## src/rtl/signed_divmod_seq.sv

```systemverilog
// Multi-cycle signed divide/modulo: restoring division on operand magnitudes,
// one quotient bit per cycle, then a sign fix-up, with valid/ready on both sides.
module signed_divmod_seq #(
  parameter int WIDTH = 8
) (
  input  logic             clk,
  input  logic             rst_n,
  input  logic             in_valid,
  output logic             in_ready,
  input  logic [WIDTH-1:0] in_sa,
  input  logic [WIDTH-1:0] in_sb,
  output logic             out_valid,
  input  logic             out_ready,
  output logic [WIDTH-1:0] out_sdiv,
  output logic [WIDTH-1:0] out_smod,
  output logic             out_div_zero,
  output logic             out_ovf
);

  localparam int CNT_W = $clog2(WIDTH) + 1;
  localparam logic [CNT_W-1:0] LAST_IT = CNT_W'(WIDTH - 1);
  localparam logic signed [WIDTH-1:0] MOST_NEG = {1'b1, {(WIDTH-1){1'b0}}};
  localparam logic signed [WIDTH-1:0] MINUS_ONE = '1;

  typedef enum logic [1:0] {IDLE, DIVIDE, FIXUP, DONE} state_t;

  state_t                  state;
  logic signed [WIDTH-1:0] sa_p0;
  logic signed [WIDTH-1:0] sb_p0;
  logic [WIDTH-1:0]        dvs_p0;
  logic [WIDTH-1:0]        quo_p1;
  logic [WIDTH-1:0]        rem_p1;
  logic [CNT_W-1:0]        cnt_p1;
  logic [WIDTH:0]          shifted;
  logic [WIDTH:0]          trial;

  // Magnitude as an unsigned value; the most-negative input maps to 2^(WIDTH-1).
  function automatic logic [WIDTH-1:0] mag(input logic [WIDTH-1:0] v);
    mag = v[WIDTH-1] ? (~v + 1'b1) : v;
  endfunction

  // Two's-complement negate with wrap to WIDTH bits.
  function automatic logic [WIDTH-1:0] neg_if(input logic en, input logic [WIDTH-1:0] v);
    neg_if = en ? (~v + 1'b1) : v;
  endfunction

  assign in_ready = (state == IDLE);

  // The dividend magnitude shifts out of quo_p1 MSB-first while quotient bits shift in.
  always_comb begin
    shifted = {rem_p1, quo_p1[WIDTH-1]};
    trial   = shifted - {1'b0, dvs_p0};
  end

  always_ff @(posedge clk or negedge rst_n) begin
    if (!rst_n) begin
      state        <= IDLE;
      sa_p0        <= '0;
      sb_p0        <= '0;
      dvs_p0       <= '0;
      quo_p1       <= '0;
      rem_p1       <= '0;
      cnt_p1       <= '0;
      out_valid    <= 1'b0;
      out_sdiv     <= '0;
      out_smod     <= '0;
      out_div_zero <= 1'b0;
      out_ovf      <= 1'b0;
    end else begin
      case (state)
        // Stage p0: operand capture
        IDLE: begin
          if (in_valid) begin
            sa_p0 <= in_sa;
            sb_p0 <= in_sb;
            if (in_sb == '0) begin
              out_sdiv     <= '0;
              out_smod     <= '0;
              out_div_zero <= 1'b1;
              out_ovf      <= 1'b0;
              out_valid    <= 1'b1;
              state        <= DONE;
            end else begin
              quo_p1 <= mag(in_sa);
              dvs_p0 <= mag(in_sb);
              rem_p1 <= '0;
              cnt_p1 <= '0;
              state  <= DIVIDE;
            end
          end
        end
        // Stage p1: restoring iterations
        DIVIDE: begin
          if (!trial[WIDTH]) begin
            rem_p1 <= trial[WIDTH-1:0];
            quo_p1 <= {quo_p1[WIDTH-2:0], 1'b1};
          end else begin
            rem_p1 <= shifted[WIDTH-1:0];
            quo_p1 <= {quo_p1[WIDTH-2:0], 1'b0};
          end
          cnt_p1 <= cnt_p1 + 1'b1;
          if (cnt_p1 == LAST_IT) state <= FIXUP;
        end
        // Stage p2: sign fix-up into the output registers
        FIXUP: begin
          out_sdiv     <= neg_if(sa_p0[WIDTH-1] ^ sb_p0[WIDTH-1], quo_p1);
          out_smod     <= neg_if(sa_p0[WIDTH-1], rem_p1);
          out_div_zero <= 1'b0;
          out_ovf      <= (sa_p0 == MOST_NEG) && (sb_p0 == MINUS_ONE);
          out_valid    <= 1'b1;
          state        <= DONE;
        end
        DONE: begin
          if (out_ready) begin
            out_valid <= 1'b0;
            state     <= IDLE;
          end
        end
        default: state <= IDLE;
      endcase
    end
  end

endmodule
```

## config.mk

```make
export PLATFORM = sky130hd
export DESIGN_NAME = signed_divmod_seq
export DESIGN_NICKNAME = d
export VERILOG_FILES = /design/src/rtl/signed_divmod_seq.sv
export SDC_FILE = /design/constraint.sdc
export NUM_CORES = 1
export LEC_CHECK = 0
export CORE_AREA = 2 2 98 100
export CTS_CLUSTER_SIZE = 10
export DETAILED_ROUTE_END_ITERATION = 7
export DIE_AREA = 0 0 100 102
export DONT_BUFFER_PORTS = 1
export GPL_ROUTABILITY_DRIVEN = 0
export GPL_TIMING_DRIVEN = 0
export SLEW_MARGIN = 25
export SYNTH_ARGS = -nofsm -noshare
export SYNTH_HDL_FRONTEND = slang
export SYNTH_SLANG_ARGS = --single-unit
export TNS_END_PERCENT = 30
```

## constraint.sdc

```tcl
create_clock -name clk -period 3.32 [get_ports clk]
set_clock_uncertainty 0.1 [all_clocks]
set_input_delay 0.83 -clock clk [delete_from_list [all_inputs] [get_ports clk]]
set_output_delay 0.83 -clock clk [all_outputs]
set_load 0.05 [all_outputs]
```

==> results of run 1 <==
[worst max path at each step]
stage	from	endpoint	slack, ps	cells after the start
detailed placement	state[0]	out_sdiv[2]	570	7
floorplan	quo_p1[7]	rem_p1[5]	920	10
finish	state[0]	dvs_p0[4]	590	8
global placement	in_sb[0]	out_sdiv[3]	610	7
CTS	state[0]	out_smod[4]	560	7
global route	state[1]	out_sdiv[1]	350	7
[layout make-up]
cell class                 instances  area [sq um]
fill                             892          5080
multi-input combinational        281          1890
sequential                        65          1630
clock buffer                      11           141
tap                              111           139
inverter                          25          93.8
clock inverter                     5          78.8
buffer                            13          60.1
[through the flow]
| step | utilization | instance area [sq um] | hold slack [ps] | std cells |
|---|---|---|---|---|
| after floorplan | - | 3670 | 341 | 384 |
| after global placement | 0.418 | 3810 | 360 | 495 |
| after detailed placement | 0.418 | 3810 | 367 | 495 |
| after CTS | 0.442 | 4030 | 52.9 | 511 |
| after global routing | 0.442 | 4030 | 50.7 | 511 |
| final | 0.442 | 4030 | 71.8 | 511 |
[Yosys cell counts, types with 4 or more instances]
master / instances / share of area
mux2i_1: 11 / 0.030
clkbuf_1: 9 / 0.0092
o31ai_1: 4 / 0.0082
o21ai_0: 40 / 0.055
nand4_1: 4 / 0.0068
a31oi_1: 4 / 0.0068
xnor2_1: 16 / 0.038
inv_1: 24 / 0.025
nand2_1: 53 / 0.054
o22ai_1: 8 / 0.014
dfrtp_1: 65 / 0.44
ha_1: 17 / 0.058
a21boi_0: 4 / 0.0082
xor2_1: 11 / 0.026
mux2_2: 15 / 0.046
nand3_1: 5 / 0.0068
a21oi_1: 19 / 0.026
nand2b_1: 7 / 0.012
nor2_1: 20 / 0.020
nor3_1: 8 / 0.011
[logic make-up (layout without fill, tap and decap cells)]
logic type	after synthesis	after routing	share of synthesized area
DFF	65	65	0.443
adders and majority gates	18	18	0.0634
AOI/OAI and AO/OA	96	96	0.160
buffers and inverters	38	54	0.0419
and+or+nand+nor	113	113	0.147
muxes	26	26	0.0760
xor gates and xnor gates	28	28	0.0688
[power breakdown]
part	internal (W)	switching [W]	total (W)	leakage, nW
clock network	0.000442	0.000315	0.000758	0.113
registers	0.00113	0.000592	0.00172	0.806
logic	0.000764	0.000999	0.00176	0.826
total	0.00234	0.00191	0.00424	1.75
[registers in the layout, summed over array words and instances, names as in the netlist]
| register | flops |
|---|---|
| out_valid | 1 |
| rem_p1 | 8 |
| dvs_p0 | 8 |
| sa_p0 | 8 |
| state | 2 |
| cnt_p1 | 4 |
| sb_p0 | 8 |
| out_ovf | 1 |
| out_div_zero | 1 |
| out_sdiv | 8 |
| out_smod | 8 |
| quo_p1 | 8 |
[metal layers]
metal  share of wire  routed length (microns)
met1            0.50                     4010
met5               0                        0
met2            0.44                     3510
met3           0.049                      395
met4           0.013                      107
[worst max-delay path, stage by stage (launching register included)]
cell and delay, ps:
dfrtp_1 410, inv_1 100, ha_1 490, buf_2 330, nand2_1 220, a21oi_2 370
clkbuf_1 400, nor2_1 100, a21oi_1 130
==> impl_metrics.tcl, run 1 <==
set metrics [dict create \
    h-tree-depth 3 \
    drive_gt1_frac 0.108 \
    yosysSeqAreaShare 0.443 \
    drt_iter0_markers 124 \
    cts_resized 0 \
    status "finished clean" \
    power.total_w 0.00424 \
    antenna_found_initial 0 \
    synth_ff_type "dfrtp_1" \
    grt_util_met3 0.0499 \
    hp-class "input pin to async pin" \
    insertion_delay_ps 350 \
    start_kind "register" \
    io_buffers 0 \
    routed_wl_mm 8.02 \
    cp_max_fo 10 \
    final_cell_mix "dfrtp_1 (65), nand2_1 (53), o21ai_0 (40)" \
    power.density_nw_per_um2 1050 \
    grt_usage 0.167 \
    ant_nets 0 \
    grt_pass1_wl_mm 13.2 \
    grt_util_met2 0.253 \
    synth_seq_cells 65 \
    drv_cap 0 \
    cts_tree "done" \
    io-pin-count 40 \
    final_common_cell "dfrtp_1" \
    setup_viol 0 \
    drc_errors 0 \
    synth_cell_types 46 \
    met1_usage 0.233 \
    grt_pass1_vias 2624 \
    fin_nets 433 \
    hpwl_mm 6.01 \
    rrSetupSlack_ps 590 \
    setup_ws_ps 588 \
    hold_viol_final 0 \
    die_x_microns 100 \
    cts_sinks 65 \
    via_per_inst 5.32 \
    relSlewSlack 0.502 \
    r2r_end "dvs_p0[4]" \
    fin_crit_ps 2730 \
    slew_violations 0 \
    postCtsHoldBufs 0 \
    cp-end-kind "register" \
    grt_overflow 0 \
    crit_required_ps 3490 \
    r2r_start "state[0]" \
    initial_core_util 0.403 \
    synth_edf_count 0 \
    synth_nets 422 \
    timing.fmax_mhz 366 \
    async_reset_ff_frac 1.00 \
    core-area_sq_um 9110 \
    crit_arrival_ps 2900 \
    syn_area_per_cell_sq_um 9.56 \
    grt_max_degree 66 \
    dieArea_sq_um 10200 \
    crit_type "register to register" \
    vdd_drop_max_uv 434 \
    post-route-period-util 0.823 \
    root_buffer "clkbuf_8" \
    syn-instance-count 384 \
    rsz0062_at_grt "no" \
    dp_slack_ps 575 \
    cts_buffers 9 \
    area_delta_synth_final_pct 9.78 \
    grt-busiest-layer "met2" \
    postCtsSetupRepairBufs 0 \
    p_leak_nw 1.75 \
    fp-row-count 35 \
    cts_buffer_depth 2 \
    first_pass_iters 4 \
    die_height_microns 102 \
    diodes 0 \
    clk_pin_slew_ps 80 \
    netlist_area_sq_um 3670 \
    yosys_warnings 0 \
    wl_per_cell_microns 15.7 \
    fin_setup_tns_ps 0 \
    worst-slew-pin-transition_ps 747 \
    r2r_cells 8 \
    vias 2716 \
]
Note: power is estimated with default switching activity, not from simulation.
==> run 2, diff against run 1 <==
==> constraint.sdc (replaced) <==
create_clock -name clk -period 2.2 [get_ports clk]
set_clock_uncertainty 0.1 [all_clocks]
set_input_delay 0.55 -clock clk [delete_from_list [all_inputs] [get_ports clk]]
set_output_delay 0.55 -clock clk [all_outputs]
set_load 0.05 [all_outputs]
==> run 2 against run 1 <==
The run now ends with setup timing left; die area did not move; cell count is 2.9% higher; sequential power increased by 51%; critical path type unchanged; largest cell class unchanged; largest power group unchanged; highest routed layer unchanged.
==> impl_metrics.tcl, run 2 (same netlist as run 1, synthesis figures left out) <==
set metrics [dict create \
    swShare 0.448 \
    drv_cap 0 \
    vias 2800 \
    crit_type "register to register" \
    diodes 0 \
    power.internal_w 0.00367 \
    vdd_drop_max_uv 529 \
    final_cell_mix "dfrtp_1 (64), nand2_1 (52), o21ai_0 (38)" \
    h-tree-depth 3 \
    first_pass_iters 4 \
    io_buffers 0 \
    startpoint "dvs_p0[0]" \
    grt_pass1_vias 2719 \
    grt_max_degree 66 \
    grt_pass1_wl_mm 13.7 \
    cp_max_fo 5 \
    cp-end-kind "register" \
    hold_viol_final 0 \
    rsz0062_at_grt "yes" \
    core-area_sq_um 9110 \
    die_x_microns 100 \
    drc_errors 0 \
    hp-class "input pin to register" \
    fin_setup_tns_ps -1540 \
    dieArea_sq_um 10200 \
    hp-start "in_sb[6]" \
    insertion_delay_ps 340 \
    relSlewSlack 0.526 \
    die_height_microns 102 \
    cts_sinks 65 \
    post-route-period-util 1.10 \
    drt_iter0_markers 93 \
    ant_nets 0 \
    p_clk_frac 0.148 \
    antenna_found_initial 0 \
    violations "setup timing" \
    drive_gt1_frac 0.183 \
    start_kind "register" \
    p_leak_nw 1.85 \
    setup_viol 9 \
    max_stage_delay_ps 420 \
    area_delta_synth_final_pct 15.3 \
    initial_core_util 0.403 \
    dp_slack_ps -566 \
    hpwl_mm 6.04 \
    cts_buffer_depth 2 \
    grt_overflow 0 \
    place_area_sq_um 3810 \
    routed_wl_mm 8.21 \
    stdcell_count 526 \
    root_buffer "clkbuf_8" \
    crit_chain "ha_4, fa_2, and2b_2, o21bai_4, a32oi_2, xor2_2, buf_4, buf_6, nand3_1, o311ai_0" \
    setup_ws_ps -223 \
    fp-row-count 35 \
    status "finished, violations left" \
    clk_pin_slew_ps 70 \
    crit_arrival_ps 2550 \
    slew_violations 0 \
    fin_nets 450 \
    io-pin-count 40 \
    numPlacedInstances 495 \
    cts_tree "done" \
    power.density_nw_per_um2 1570 \
    crit_required_ps 2320 \
    fill_cells 874 \
    p_switching_w 0.00298 \
    fin_crit_ps 2420 \
    worst-slew-pin-transition_ps 706 \
    finish.instance_area_sq_um 4230 \
    grt_usage 0.174 \
    via_per_inst 5.32 \
    cpMaxStageDelayCell "dfrtp_1" \
    final_common_cell "dfrtp_1" \
    wl_per_cell_microns 15.6 \
    cts_buffers 9 \
    p_seq_frac 0.392 \
    r2r_start "dvs_p0[0]" \
    comb_power_share 0.460 \
    timing.fmax_mhz 413 \
]
[run 2: cell count changes in the layout (fill, tap and decap cells not counted), moves of 2 or more]
cell	previous run	this run
clkbuf_1	10	4
ha_1	17	14
a21oi_4	0	2
buf_6	1	3
o21ai_0	40	38
ha_4	0	2
clkbuf_2	0	5
buf_4	0	14
o22ai_1	8	6
o22ai_2	0	2
[run 2: final timing paths]
check,to,slack (ps),cells after the start
max,rem_p1[2],-220,10
min,sb_p0[6],250,1
max reg2reg,rem_p1[2],-220,10
min reg2reg,sb_p0[0],380,2
max in group asynchronous,rem_p1[0],1080,2
min in group asynchronous,dvs_p0[7],630,2
[run 2: what timing repair did]
action,4_1_cts,5_1_grt
hold buffers,2,0
buffers inserted,7,7
hold endpoints to repair,65,0
pin swaps,3,1
setup endpoints to repair,60,54
resized for setup,18,8
gates cloned,1,0
[run 2: worst max-delay path: cells and delay by family, from the launching register on]
kind | cells | cell delay (ps)
flip-flops | 1 | 420
buffers and inverters | 2 | 270
XOR/XNOR | 1 | 250
AO/OA/AOI/OAI | 3 | 430
AND/OR/NAND/NOR | 2 | 330
adder cells (fa/ha/maj) | 2 | 510
[run 2: metal layers]
metal	share of wire	track usage
met1	0.48	0.233
met5	0	0
met3	0.052	0.0431
met2	0.45	0.278
met4	0.010	0.0569
[run 2: area by class of cell]
type,instances,area [sq um],share of cell area
Sequential cell,65,1630,0.385
Multi-Input combinational cell,281,1960,0.464
Timing Repair Buffer,17,154,0.0364
Clock buffer,10,138,0.0325
Inverter,25,93.8,0.0222
Clock inverter,4,45.0,0.0106
Buffer,13,72.6,0.0171
Tap cell,111,139,0.0328
[run 2: power by group through the flow]
stage	Sequential [W]	Clock (W)	Combinational, W
finish	0.00260	0.000983	0.00306
global route	0.00268	0.00105	0.00347
CTS	0.00260	0.00102	0.00292
detailed placement	0.00262	0	0.00268
global placement	0.00261	0	0.00261
floorplan	0.00250	0	0.00220
[run 2: metrics by stage]
step                      hold WS (ps)  total power [W]  utilization
final                              253          0.00664        0.465
after CTS                          237          0.00654        0.456
after global routing               237          0.00720        0.465
after global placement             158          0.00521        0.419
after floorplan                    154          0.00470            -
after detailed placement           158          0.00530        0.419
==> run 3, diff against run 2 <==
--- a/config.mk
+++ b/config.mk
@@ -6,6 +6,8 @@
 export NUM_CORES = 1
 export LEC_CHECK = 0
 export CORE_AREA = 2 2 98 100
+export CTS_BUF_LIST = sky130_fd_sc_hd__clkbuf_2
+export CTS_CLUSTER_DIAMETER = 200
 export CTS_CLUSTER_SIZE = 10
 export DETAILED_ROUTE_END_ITERATION = 7
 export DIE_AREA = 0 0 100 102
==> run 3 against run 2 <==
The flow still finishes with violations (setup timing); fmax hardly changed; count of clock-buffer cells in the layout shrank 1; worst hold slack got worse by 150 ps; combinational power about the same; sequential cell count unchanged; highest routed layer unchanged.
==> impl_metrics.tcl, run 3 (same netlist as run 1, synthesis figures left out) <==
set metrics [dict create \
    hp-class "input pin to register" \
    root_buffer "clkbuf_2" \
    final_common_cell "dfrtp_1" \
    die_x_microns 100 \
    grt_pass1_vias 2697 \
    hpwl_mm 6.04 \
    area_delta_synth_final_pct 12.5 \
    power.density_nw_per_um2 1520 \
    setup_ws_ps -224 \
    cp-end-kind "register" \
    start_kind "register" \
    first_pass_iters 4 \
    drv_cap 0 \
    io_buffers 0 \
    cp_max_fo 5 \
    fin_crit_ps 2420 \
    layout.area.seq_sq_um 1630 \
    stdcell_count 522 \
    drc_errors 0 \
    grt_pass1_wl_mm 13.6 \
    relSlewSlack 0.474 \
    crit_required_ps 2490 \
    power.total_w 0.00628 \
    die_height_microns 102 \
    crit_type "register to register" \
    status "finished, violations left" \
    post-route-period-util 1.10 \
    violations "setup timing" \
    via_per_inst 5.30 \
    grt_overflow 0 \
    rsz0062_at_grt "yes" \
    p_leak_nw 1.80 \
    insertion_delay_ps 480 \
    ant_nets 0 \
    vias 2765 \
    setup_viol 9 \
    fp-row-count 35 \
    multi_input_area_sq_um 1980 \
    crit_arrival_ps 2710 \
    worst-slew-pin-transition_ps 783 \
    final_cell_mix "dfrtp_1 (64), nand2_1 (52), o21ai_0 (39)" \
    clk_pin_slew_ps 180 \
    wl_per_cell_microns 15.6 \
    drive_gt1_frac 0.173 \
    grt_usage 0.172 \
    cts_buffers 9 \
    hold_viol_final 0 \
    routed_wl_mm 8.15 \
    cts_buffer_depth 2 \
    grt_max_degree 66 \
    cts_tree "done" \
    dp_slack_ps -566 \
    dieArea_sq_um 10200 \
    cts_sinks 65 \
    numPlacedInstances 495 \
    fill_cells 876 \
    slew_violations 0 \
    timing.fmax_mhz 413 \
    h-tree-depth 3 \
    core-area_sq_um 9110 \
    drt_iter0_markers 81 \
    initial_core_util 0.403 \
    diodes 0 \
    vdd_drop_max_uv 474 \
    fin_nets 446 \
    antenna_found_initial 0 \
    io-pin-count 40 \
]
-- run 3: cell types whose count changed in the layout (fill, tap and decap cells not counted), moves of 2 or more --
cell / change
clkbuf_2: +9
clkbuf_8: -10
o22ai_2: -2
buf_4: -4
-- run 3: worst paths after layout --
path,startpoint,end,slack (ps),depth (start not counted)
worst max-delay path,quo_p1[7],rem_p1[2],-220,11
worst min-delay path,in_sb[5],sb_p0[5],110,1
worst max register to register,quo_p1[7],rem_p1[2],-220,11
worst min register to register,sb_p0[0],sb_p0[0],400,2
max in group asynchronous,rst_n,dvs_p0[4],1230,2
min in group asynchronous,rst_n,out_smod[7],470,2
-- run 3: layer usage --
metal | vias to the layer above | GRT usage | share of wire
met4 | 0 | 0.0569 | 0.0096
met5 | - | 0 | 0
met1 | 1307 | 0.234 | 0.49
met3 | 9 | 0.0438 | 0.051
met2 | 62 | 0.270 | 0.45
li1 | 1387 | - | -
-- run 3: where the power goes --
part           switching, W  internal (W)
sequential         0.000889       0.00170
clock              0.000416      0.000242
combinational       0.00164       0.00139
-- run 3: worst max-delay path, stage by stage (launching register included) --
cell and delay [ps]:
dfrtp_1 410, inv_2 60, ha_4 160, fa_2 330
and2b_2 250, o21bai_4 60, a32oi_2 240, xor2_2 250
buf_4 160, buf_6 100, nand3_1 80, o311ai_0 120
-- run 3: area by class of cell --
type                    count  area share
plain buffers              13      0.0176
multi-input cells         281       0.478
flip-flops and latches     65       0.394
inverters                  25      0.0236
clock buffers               9      0.0109
clock inverters             5      0.0118
repair buffers             13      0.0300
well taps                 111      0.0336
-- run 3: metrics by stage --
step                      setup TNS (ps)  utilization  instance area [sq um]  hold slack (ps)
after floorplan                    -1540            -                   3680              154
after global placement            -19560        0.419                   3810              158
after detailed placement          -22100        0.419                   3810              158
after CTS                          -1860        0.444                   4040             52.4
after global routing               -2660        0.454                   4130             40.3
final                              -1740        0.454                   4130              105
-- run 3: timing repair --
item | CTS | global route
setup endpoints to repair | 61 | 41
gates cloned | 1 | 0
hold endpoints to repair | 65 | 0
hold buffers | 2 | 0
buffers inserted | 4 | 6
resized for setup | 18 | 10
pin swaps | 2 | 4
==> patch, RTL diff (flow settings as in run 2) <==
Put one more register stage on the output `out_ovf`. The value now appears one clock later. The other outputs are not delayed to match.
--- a/src/rtl/signed_divmod_seq.sv
+++ b/src/rtl/signed_divmod_seq.sv
@@ -23,6 +23,8 @@
   localparam logic signed [WIDTH-1:0] MINUS_ONE = '1;
 
   typedef enum logic [1:0] {IDLE, DIVIDE, FIXUP, DONE} state_t;
+
+  logic out_ovf_s0;
 
   state_t                  state;
   logic signed [WIDTH-1:0] sa_p0;
@@ -65,7 +67,7 @@
       out_sdiv     <= '0;
       out_smod     <= '0;
       out_div_zero <= 1'b0;
-      out_ovf      <= 1'b0;
+      out_ovf_s0   <= 1'b0;
     end else begin
       case (state)
         // Stage p0: operand capture
@@ -77,7 +79,7 @@
               out_sdiv     <= '0;
               out_smod     <= '0;
               out_div_zero <= 1'b1;
-              out_ovf      <= 1'b0;
+              out_ovf_s0   <= 1'b0;
               out_valid    <= 1'b1;
               state        <= DONE;
             end else begin
@@ -106,7 +108,7 @@
           out_sdiv     <= neg_if(sa_p0[WIDTH-1] ^ sb_p0[WIDTH-1], quo_p1);
           out_smod     <= neg_if(sa_p0[WIDTH-1], rem_p1);
           out_div_zero <= 1'b0;
-          out_ovf      <= (sa_p0 == MOST_NEG) && (sb_p0 == MINUS_ONE);
+          out_ovf_s0   <= (sa_p0 == MOST_NEG) && (sb_p0 == MINUS_ONE);
           out_valid    <= 1'b1;
           state        <= DONE;
         end
@@ -121,4 +123,8 @@
     end
   end
 
+  always_ff @(posedge clk) begin
+    out_ovf <= out_ovf_s0;
+  end
+
 endmodule
Behaviour: same outputs for any inputs over 10 cycles, from zero or initial values and one cycle with rst_n low; that may be too few to reach the edited logic, so the function may still have changed.
==> patch against run 2 <==
The run still ends with negative setup slack left. Sequential cell count up 1. Total power down 2.4%. Die area unchanged. Worst setup slack better by 0.016 ns. Critical path type unchanged. Synthesized area up 0.55%. Cell area down 1.0%. Routed wire length down 0.87%.
==> patch: results <==
group,metric,value,unit
logic_synthesis,syn_nets,423,
placed_design,placed_area,3835,µm²
sta,finalSetupViolCount,9,
cts,cts_buffers,9,
global_route,antenna_found_initial,0,
cells_and_area,layout-drive-gt1-share,0.1630,
sta,timing.setup.tns,-1.587,ns
logic_synthesis,yosysSeqAreaShare,0.4461,
logic_synthesis,synth.distinct_cells,47,
sta,setup_ws,-0.2072,ns
cts,clock_path_buffers,2,
logic_synthesis,synth_async_sr_flop_share,0.9848,
cells_and_area,fill_cells,898,
logic_synthesis,synth_commonest_cells,"dfrtp_1 (65), nand2_1 (53), o21ai_0 (40)",
cts,cts-root-buf,"clkbuf_8",
setup_path,max_stage_delay,0.40,ns
routing,first_pass_iters,4,
cells_and_area,fin_nets,444,
run_status,violations,"negative setup slack",
routing,drt-initial-drc-count,101,
power,ir_worst_vdd,0.0006787,V
global_route,grt_pass1_vias,2717,
routing,wl,8.136,mm
run_status,status,"finished, violations left",
setup_path,arrival,2.59,ns
logic_synthesis,synth_flop_cell,"dfrtp_1",
placed_design,port_buffers,0,
global_route,grt_first_pass_wirelength,13.81,mm
logic_synthesis,syn_area,3691,µm²
logic_synthesis,synth_area_leaders,"dfrtp_1 (44%), ha_1 (5.8%), o21ai_0 (5.4%), nand2_1 (5.4%), mux2_2 (4.6%)",
cells_and_area,final_util,0.4599,
cts,path_clk_slew,0.07,ns
sta,relSlewSlack,0.5094,
cts,htreeDepth,3,
logic_synthesis,yosysWarnings,0,
global_route,grtUsageTotal,0.1746,
cts,clk_latency,0.35,ns
setup_path,critical_path_peak_fanout,3,
routing,num_vias,2770,
placed_design,hpwl,6.097,mm
power,leakage,0.001803,µW
## patch: cell types whose count changed in the layout (fill, tap and decap cells not counted), sizes merged
cell,run 2,this run
buf,20,13
clkbuf,19,22
clkinv,4,2
clkinvlp,0,2
bufinv,1,0
dfxtp,0,1
## patch: timing repair
action | 4_1_cts | 5_1_grt
endpoints found under the hold margin | 65 | 0
gates resized for setup | 17 | 11
gates cloned | 1 | 0
pin swaps | 2 | 4
setup endpoints to repair | 60 | 54
hold buffers | 2 | 0
setup buffers | 4 | 3
## patch: cell families after synthesis
family	synth area share
xor gates and xnor gates	0.06847
AOI/OAI and AO/OA	0.1586
muxes	0.07559
adders and majority gates	0.06305
and+or+nand+nor	0.1464
DFF	0.4461
buffers and inverters	0.04169
## patch: per-layer routing
layer / vias up / wire length [µm] / share of wire / GRT usage
met3: 16 / 345 / 0.042 / 0.04651
met4: 0 / 161 / 0.020 / 0.06849
li1: 1387 / - / - / -
met1: 1311 / 3954 / 0.49 / 0.2358
met2: 56 / 3674 / 0.45 / 0.2698
met5: - / 0 / 0 / 0
## patch: worst paths after layout
| check | startpoint | slack, ns | endpoint | cells after the start |
|---|---|---|---|---|
| max | quo_p1[7] | -0.21 | rem_p1[0] | 10 |
| min | in_sb[6] | 0.25 | sb_p0[6] | 1 |
| max reg2reg | quo_p1[7] | -0.21 | rem_p1[0] | 10 |
| min reg2reg | out_ovf_s0 | 0.28 | out_ovf | 0 |
| max in group asynchronous | rst_n | 1.11 | quo_p1[6] | 2 |
| min in group asynchronous | rst_n | 0.62 | sa_p0[4] | 2 |
## patch: metrics by stage
step	std cells	setup WS (ns)
final	522	-0.2072
after detailed placement	496	-0.5603
after CTS	519	-0.2247
after global placement	496	-0.4950
after global routing	522	-0.3204
after floorplan	385	-0.1701
## patch: layout make-up
type | count | area share
Buffer | 13 | 0.01792
Clock buffer | 13 | 0.03554
Clock inverter | 3 | 0.004182
Inverter | 25 | 0.02330
Multi-Input combinational cell | 281 | 0.4701
Sequential cell | 66 | 0.3931
Tap cell | 111 | 0.03315
Timing Repair Buffer | 10 | 0.02270
## patch: worst max-delay path: cells and delay by family (launching register included)
| family | cells | cell delay [ns] |
|---|---|---|
| fa+ha+maj | 2 | 0.49 |
| compound gates | 3 | 0.44 |
| flops | 1 | 0.40 |
| simple gates | 1 | 0.25 |
| buf+inv | 2 | 0.24 |
| xor+xnor | 1 | 0.24 |
| mux | 1 | 0.19 |
## patch: power by group
part           internal [µW]  switching (µW)
registers               1720             906
logic                   1350            1620
clock network            437             446
